[src/rtl/lcd_char_refresher.sv]
// lcd_char_refresher
// Shadow character buffer (LINES x CHARS) with per-cell dirty bits. Only
// cells whose content changed are rewritten on an HD44780-style 8-bit bus.
// Set-address commands are skipped when the LCD's auto-incremented cursor
// already points at the next dirty cell.
// Optional feature macro: LCD_BUSY_POLL_EN. When defined, the fixed post-
// transaction wait is replaced by busy-flag reads with a timeout.
module lcd_char_refresher #(
    parameter int LINES = 4,
    parameter int CHARS = 20,
    parameter logic [0:LINES-1][6:0] LINE_STARTS = {7'h00, 7'h40, 7'h14, 7'h54},
    parameter int SETUP_CYC  = 2,
    parameter int E_HIGH_CYC = 12,
    parameter int HOLD_CYC   = 2,
    parameter int EXEC_CYC   = 2000
) (
    input  logic       clk,
    input  logic       reset,
    input  logic       initilized,
    input  logic       wr_valid,
    output logic       wr_ready,
    input  logic [1:0] wr_line,
    input  logic [5:0] wr_col,
    input  logic [7:0] wr_char,
    output logic       wr_err,
    output logic       busy,
    output logic       RS,
    output logic       RW,
    output logic       E,
    output logic [7:0] DATA_OUT,
    output logic       DATA_OE,
    input  logic [7:0] DATA_IN
);

    localparam int NCELLS = LINES * CHARS;
    localparam int IW     = (NCELLS > 1) ? $clog2(NCELLS) : 1;

    localparam logic [31:0] SETUP_CNT = 32'(SETUP_CYC - 1);
    localparam logic [31:0] E_CNT     = 32'(E_HIGH_CYC - 1);
    localparam logic [31:0] HOLD_CNT  = 32'(HOLD_CYC - 1);
`ifdef LCD_BUSY_POLL_EN
    localparam logic [31:0] TMO_LAST  = 32'(4 * EXEC_CYC - 1);
`else
    localparam logic [31:0] EXEC_CNT  = 32'(EXEC_CYC - 1);
`endif

    typedef enum logic [3:0] {
        IDLE, SCAN,
        CMD_SETUP, CMD_E, CMD_HOLD, CMD_WAIT,
        DAT_SETUP, DAT_E, DAT_HOLD, DAT_WAIT
    } state_t;

    state_t            state;
    logic [7:0]        cells [NCELLS];
    logic [NCELLS-1:0] dirty;
    logic [1:0]        scan_line;
    logic [5:0]        scan_col;
    logic [IW-1:0]     scan_idx;
    logic [IW-1:0]     wr_idx;
    logic [6:0]        scan_addr;
    logic [6:0]        cap_addr;
    logic [7:0]        cap_char;
    logic [6:0]        cursor;
    logic              cursor_valid;
    logic [31:0]       cnt;
    logic              wr_in_range;
    logic              wr_fire;
    logic              capture;
    logic              wait_done;

`ifdef LCD_BUSY_POLL_EN
    logic [1:0]        poll_phase;
    logic              poll_flag;
    logic [31:0]       tmo;

    assign wait_done = (poll_phase == 2'd2) && (cnt == '0) &&
                       (!poll_flag || (tmo >= TMO_LAST));
`else
    logic              unused_data_in;

    assign unused_data_in = ^DATA_IN;
    assign wait_done      = (cnt == '0);
`endif

    assign scan_idx    = IW'(int'(scan_line) * CHARS + int'(scan_col));
    assign wr_idx      = IW'(int'(wr_line) * CHARS + int'(wr_col));
    assign scan_addr   = LINE_STARTS[scan_line] + {1'b0, scan_col};
    assign wr_in_range = (int'(wr_line) < LINES) && (int'(wr_col) < CHARS);
    assign capture     = (state == SCAN) && initilized && dirty[scan_idx];
    assign wr_ready    = !reset && !capture;
    assign wr_fire     = wr_valid && wr_ready;
    assign busy        = !reset && ((|dirty) || !((state == IDLE) || (state == SCAN)));

    // Shadow buffer: store changed characters, track dirty cells, flag bad writes.
    always_ff @(posedge clk) begin
        if (reset) begin
            for (int i = 0; i < NCELLS; i++) begin
                cells[i] <= 8'h20;
            end
            dirty  <= '1;
            wr_err <= 1'b0;
        end else begin
            wr_err <= wr_fire && !wr_in_range;
            if (capture) begin
                dirty[scan_idx] <= 1'b0;
            end
            if (wr_fire && wr_in_range && (cells[wr_idx] != wr_char)) begin
                cells[wr_idx] <= wr_char;
                dirty[wr_idx] <= 1'b1;
            end
        end
    end

    // Scan and bus sequencer: find dirty cells and drive timed LCD transactions.
    always_ff @(posedge clk) begin
        if (reset) begin
            state        <= IDLE;
            scan_line    <= '0;
            scan_col     <= '0;
            cursor       <= '0;
            cursor_valid <= 1'b0;
            cap_char     <= '0;
            cap_addr     <= '0;
            cnt          <= '0;
            RS           <= 1'b0;
            RW           <= 1'b0;
            E            <= 1'b0;
            DATA_OUT     <= '0;
            DATA_OE      <= 1'b0;
`ifdef LCD_BUSY_POLL_EN
            poll_phase   <= '0;
            poll_flag    <= 1'b0;
            tmo          <= '0;
`endif
        end else begin
            case (state)
                IDLE: begin
                    cursor_valid <= 1'b0;
                    if (initilized) begin
                        state <= SCAN;
                    end
                end
                SCAN: begin
                    if (!initilized) begin
                        state        <= IDLE;
                        cursor_valid <= 1'b0;
                    end else begin
                        if (int'(scan_col) == CHARS - 1) begin
                            scan_col  <= '0;
                            scan_line <= (int'(scan_line) == LINES - 1) ? 2'd0 : scan_line + 2'd1;
                        end else begin
                            scan_col <= scan_col + 6'd1;
                        end
                        if (dirty[scan_idx]) begin
                            cap_char <= cells[scan_idx];
                            cap_addr <= scan_addr;
                            DATA_OE  <= 1'b1;
                            RW       <= 1'b0;
                            cnt      <= SETUP_CNT;
                            if (cursor_valid && (cursor == scan_addr)) begin
                                state    <= DAT_SETUP;
                                RS       <= 1'b1;
                                DATA_OUT <= cells[scan_idx];
                            end else begin
                                state    <= CMD_SETUP;
                                RS       <= 1'b0;
                                DATA_OUT <= {1'b1, scan_addr};
                            end
                        end
                    end
                end
                CMD_SETUP, DAT_SETUP: begin
                    if (cnt == '0) begin
                        E     <= 1'b1;
                        cnt   <= E_CNT;
                        state <= (state == CMD_SETUP) ? CMD_E : DAT_E;
                    end else begin
                        cnt <= cnt - 32'd1;
                    end
                end
                CMD_E, DAT_E: begin
                    if (cnt == '0) begin
                        E     <= 1'b0;
                        cnt   <= HOLD_CNT;
                        state <= (state == CMD_E) ? CMD_HOLD : DAT_HOLD;
                    end else begin
                        cnt <= cnt - 32'd1;
                    end
                end
                CMD_HOLD, DAT_HOLD: begin
                    if (cnt == '0) begin
                        RS      <= 1'b0;
                        DATA_OE <= 1'b0;
                        state   <= (state == CMD_HOLD) ? CMD_WAIT : DAT_WAIT;
`ifdef LCD_BUSY_POLL_EN
                        RW         <= 1'b1;
                        poll_phase <= 2'd0;
                        cnt        <= SETUP_CNT;
                        tmo        <= '0;
`else
                        cnt     <= EXEC_CNT;
`endif
                    end else begin
                        cnt <= cnt - 32'd1;
                    end
                end
                CMD_WAIT, DAT_WAIT: begin
                    if (wait_done) begin
                        RW <= 1'b0;
                        E  <= 1'b0;
                        if (state == CMD_WAIT) begin
                            state    <= DAT_SETUP;
                            RS       <= 1'b1;
                            DATA_OE  <= 1'b1;
                            DATA_OUT <= cap_char;
                            cnt      <= SETUP_CNT;
                        end else begin
                            cursor       <= cap_addr + 7'd1;
                            cursor_valid <= initilized;
                            state        <= initilized ? SCAN : IDLE;
                        end
                    end else begin
`ifdef LCD_BUSY_POLL_EN
                        tmo <= tmo + 32'd1;
                        case (poll_phase)
                            2'd0: begin
                                if (cnt == '0) begin
                                    E          <= 1'b1;
                                    cnt        <= E_CNT;
                                    poll_phase <= 2'd1;
                                end else begin
                                    cnt <= cnt - 32'd1;
                                end
                            end
                            2'd1: begin
                                if (cnt == '0) begin
                                    E          <= 1'b0;
                                    poll_flag  <= DATA_IN[7];
                                    cnt        <= HOLD_CNT;
                                    poll_phase <= 2'd2;
                                end else begin
                                    cnt <= cnt - 32'd1;
                                end
                            end
                            default: begin
                                if (cnt == '0) begin
                                    cnt        <= SETUP_CNT;
                                    poll_phase <= 2'd0;
                                end else begin
                                    cnt <= cnt - 32'd1;
                                end
                            end
                        endcase
`else
                        cnt <= cnt - 32'd1;
`endif
                    end
                end
                default: begin
                    state <= IDLE;
                end
            endcase
        end
    end

endmodule

[config.mk]
export PLATFORM = sky130hd
export DESIGN_NAME = lcd_char_refresher
export DESIGN_NICKNAME = d
export VERILOG_FILES = /design/src/rtl/lcd_char_refresher.sv
export SDC_FILE = /design/constraint.sdc
export NUM_CORES = 2
export LEC_CHECK = 0
export ABC_AREA = 1
export BUFFER_PORTS_ARGS = -buffer_cell sky130_fd_sc_hd__buf_4
export CAP_MARGIN = 30
export CORE_AREA = 2 2 399 401
export CTS_CLUSTER_DIAMETER = 50
export DETAILED_ROUTE_END_ITERATION = 12
export DIE_AREA = 0 0 401 403
export GPL_TIMING_DRIVEN = 1
export MAX_ROUTING_LAYER = met4
export SYNTH_ARGS = -nofsm -noshare
export SYNTH_HDL_FRONTEND = slang
export SYNTH_SLANG_ARGS = --single-unit
[constraint.sdc]
create_clock -name clk -period 4.7 [get_ports clk]
set_input_delay 0.94 -clock clk [delete_from_list [all_inputs] [get_ports clk]]
set_output_delay 0.94 -clock clk [all_outputs]
set_load 0.02 [all_outputs]
==> out/results.txt <==
Count of input and output buffers: 33. The detailed placement HPWL is 169000 um, and the final number of setup-violating endpoints is 0. Among the stages of the critical path, the cell type that occurs most often is buf_4. Of the total synthesized cell area, the portion taken by AND, OR, NAND and NOR gates is 26.9%. The maximum level of the CTS H-tree was 4.

TritonCTS built the clock tree. The largest family of logic cells by synthesized area is simple AND/OR/NAND/NOR gates. Combinational logic is responsible for 21.8% of the overall power. Counting every sink on the clock net gives 1183. Across the run, the number of max-cap violations was 0.

The tools report the origin of the critical flop-to-flop path as scan_line[0]$_SDFFE_PP0P_. The path depth of the worst reg2reg path was 20. The initial antenna violation count came out at 11. The area growth from synthesis to layout is 19.9%. The synthesized area per cell was 8.34 um2; the arithmetic-cell share of the synthesized area counting full adders, half adders and majority gates was 0.383%. Sequential cells burn 39.9% of the power.

In this run the remaining antenna-violating nets after routing total 0. The run gives 70000 um2 as the total placed instance area. The time the worst path needs with I/O delays and setup is 4.62 ns, and the post-synthesis instance area is 62700 um2.

Worst hold path class: reg -> reg. The worst-case IR drop observed on VDD is 435 uV. By area the synthesized netlist is led by edfxtp_1 49%, nand2_1 14%, nor2_1 6.6%, dfxtp_1 5.1%, inv_1 3.3%. For the layout net count, the log shows 7870. Summed over its instances, the top area cell type makes up 49.1% of the synthesized netlist area.

Dividing total power by cell area gives a power density of 402 nW/um2. The transition time at the pin with the least slew margin is 1.05 ns, and the global-route congestion overflow total is 0. The number of distinct standard cells referenced by the synthesized netlist is 59, and the instance count along the most critical hold path is 1. Net switching is 31.7% of the power.

In this run the critical register-to-register path is captured at DATA_OUT[0]$_SDFFE_PP0P_. When the netlist entered floorplanning its net count stood at 7562. The static leakage was 30.7 nW. The part of the total power dissipated in the clock network came out at 38.3%. Number of global-route vias before repair: 53800. The share of synthesized registers carrying an async set or reset is 0%.

Multiplexer cells account for 0% of the synthesized area. The critical path is of the reg -> out type. The area fraction in compound gates after synthesis was 11.3%. Of the cells placed in the final design, the portion with a size suffix greater than 1 is 13.0%. In the final routed layout, each cell accounts on average for 25.5 um. The worst pin sits at a relative slew slack of 29.8%. The worst path uses 98.2% of the clock period. The tools report the internal power contribution as 20.6 mW.

The worst hold path terminates at cnt[0]$_SDFFE_PP0P_. Post-synthesis xor/xnor area fraction: 0.489%. Among all flip-flop cells after synthesis, the most frequent one is edfxtp_1.

Initial standard-cell utilization of the core: 39.8%. The number of enable-type register cells in the synthesized netlist was 1024; the floorplan die area was 162000 um2. The clock arrives with 0.0340 ns of skew.

In this run the vertical extent of the chip is 403 um. The signal on the critical path passes through ha_1, buf_4, nand2_2, nor2_4, buf_6, nand2_1, nand4_1, nor2_1, a21oi_2, a21oi_1, buf_4, nand3_2, nand2_4, inv_1, nor2_4, buf_4. In the layout the commonest cells are 2403 x nand2_1, 1093 x nor2_1, 1024 x edfxtp_1, 551 x inv_1, 485 x buf_4.

The first global-routing pass estimated 367000 um of wire. The number of buffers added by the clock tree synthesis step was 146. The synthesized design spends more area on one cell type than any other, namely edfxtp_1. The total iterations of the first detailed-routing run came out at 6. After synthesis the netlist holds a flip-flop and latch count of 1183.

The total design power is 30.2 mW. The via density per instance works out to 5.80. Summed over all layers, the routed wires come to 255000 um. Global routing used 31.8% of the available tracks. The family with the most delay on the worst path is buffers and inverters.

The quantity of hold-fixing buffers added after cts was 0; the number of failing hold endpoints at the final stage was 0. The run gives 3 as the number of buffers between clock root and the deepest sink. Once layout is done, the placed cells without fillers occupy 75100 um2.

The flow ran to the end, and the final reports show no timing, DRC or antenna violations. Total number of vias: 58100. The worst-path cell with the longest stage delay was dfxtp_1.

The logs give 54.1% for the part of the Yosys area used for sequential elements and 3.76 ns for the data required time at the worst endpoint. Row generation in the floorplan step produced 146 rows. For the worst setup path, the data arrival time is 3.68 ns.

The total buffers and inverters traversed by the critical path was 5. Entering global routing, the biggest net connects 118 pins. In this run the power spent charging and discharging nets is 9.57 mW. The core area is 157000 um2, and the largest fanout on the critical path is 17. In this design, the stage delay of the slowest critical-path cell is 0.35 ns.

The floorplan die width was 401 um; the number of remaining DRC errors was 0. In this run the count of I/O pins placed on the die edge is 43. The logs give 0.49 ns for the register-to-register path setup slack and 0.81 ns for the worst-skew pair later-pin latency. The category of the worst setup path capture point is a primary output. The logs give 0 for the number of max-slew violations in the final report and 217 MHz for the timing-limited maximum frequency.

The startpoint class of the critical path was a flip-flop. The Yosys warning count is 0, and the clock transition at the registers of the reported paths is 0.06 ns. The tools report the post-route worst hold slack as 0.419 ns. The tools report the master cell of the clock root buffer as clkbuf_16.

Final weighted congestion in routability-driven placement: 0.998. In this run the most critical hold path is launched from cnt[0]$_SDFFE_PP0P_. Leading cell type in the layout, fill and taps excluded: nand2_1. The logs give 8112 for the first-iteration detailed-routing DRC count and 7516 for the post-synthesis cell count.
registers in the layout, indices dropped and copies added, names as in the netlist, 2 cells and up:
| name | cells |
|---|---|
| cap_char | 8 |
| cap_addr | 7 |
| state | 4 |
| DATA_OUT | 8 |
| cells | 1024 |
| cnt | 32 |
| dirty | 80 |
| scan_line | 2 |
| scan_col | 6 |
| cursor | 7 |
routing by layer:
metal | track usage, % | part of all wire [%] | wire [um] | up-vias
met4 | 16.3 | 5.7 | 14600 | 0
met5 | - | 0 | 0 | -
li1 | - | - | - | 26000
met3 | 6.17 | 12 | 30400 | 760
met2 | 46.9 | 44 | 111000 | 3844
met1 | 41.7 | 39 | 99200 | 27500
power by group through the flow:
stage / Sequential, mW / Combinational (mW) / Clock (mW)
3_3_place_gp: 12.3 / 6.33 / 0
3_5_place_dp: 12.3 / 6.38 / 0
6_report: 12.1 / 6.59 / 11.6
4_1_cts: 12.1 / 6.42 / 11.6
5_1_grt: 12.1 / 7.05 / 12.0
2_1_floorplan: 12.2 / 3.63 / 0
worst max-delay path by stage:
stage / startpoint / to / depth (start not counted)
2_1_floorplan: wr_line[0] / cells[120][0]$_DFFE_PP_ / 20
3_3_place_gp: wr_line[0] / cells[35][0]$_SDFFCE_PN0P_ / 23
3_5_place_dp: wr_line[0] / cells[35][2]$_SDFFCE_PN0P_ / 22
4_1_cts: scan_line[0]$_SDFFE_PP0P_ / wr_ready / 14
5_1_grt: scan_line[0]$_SDFFE_PP0P_ / wr_ready / 16
6_report: scan_line[0]$_SDFFE_PP0P_ / wr_ready / 16
synthesized netlist by cell type (all sizes together), types with 95 or more instances:
library cell and number:
inv 579, nand2 2416, o21ai 434, buf 230, edfxtp 1024, clkbuf 252
o211ai 168, a21oi 110, nand3 310, a22oi 165, nand4 164, dfxtp 159
nor2 1116, o22ai 95
worst reg2reg max path, stage by stage (launching register included):
cell and delay, ns:
dfxtp_1 0.35, ha_1 0.34, buf_4 0.20, nand2_2 0.17
nor2_4 0.11, buf_4 0.21, inv_2 0.09, buf_12 0.43
o21ai_0 0.23, o31ai_1 0.27, buf_4 0.18, nand2_1 0.06
nor2_1 0.44, nor2_1 0.26, nor2_1 0.20, buf_4 0.16
nand3_1 0.08, nand2_1 0.09, nand2_1 0.09, nor2_1 0.10
nor2_1 0.04
per-stage QoR:
step	setup slack, ns	cells	utilization, %	TNS (ns)
global placement	-0.308	9735	44.4	-330.57
CTS	0.0193	10000	47.7	0
detailed placement	-0.334	9737	44.5	-290.52
global route	-0.000871	10000	47.7	-0.000871
floorplan	0.491	7516	-	0
finish	0.0832	10000	47.7	0
cells by family after synthesis:
family / count (synthesis)
adders and majority gates: 18
buffers and inverters: 1066
xor gates and xnor gates: 35
and+or+nand+nor: 4086
AOI/OAI and AO/OA: 1127
other: 1
DFF: 1183
area by class of cell:
class | instances | area [um2]
inverter | 584 | 2240
multi-input combinational | 5267 | 24700
tap | 2072 | 2590
clock buffer | 185 | 3980
sequential | 1183 | 33900
clock inverter | 73 | 915
fill | 14800 | 82300
antenna | 7 | 17.5
timing repair buffer | 642 | 6760
timing repair:
| action | CTS | global route |
|---|---|---|
| pin swaps | 5 | 2 |
| buffers inserted | 8 | 3 |
| setup endpoints to repair | 1 | 1 |
| resized for setup | 26 | 9 |
(Power assumes the default switching activity.)
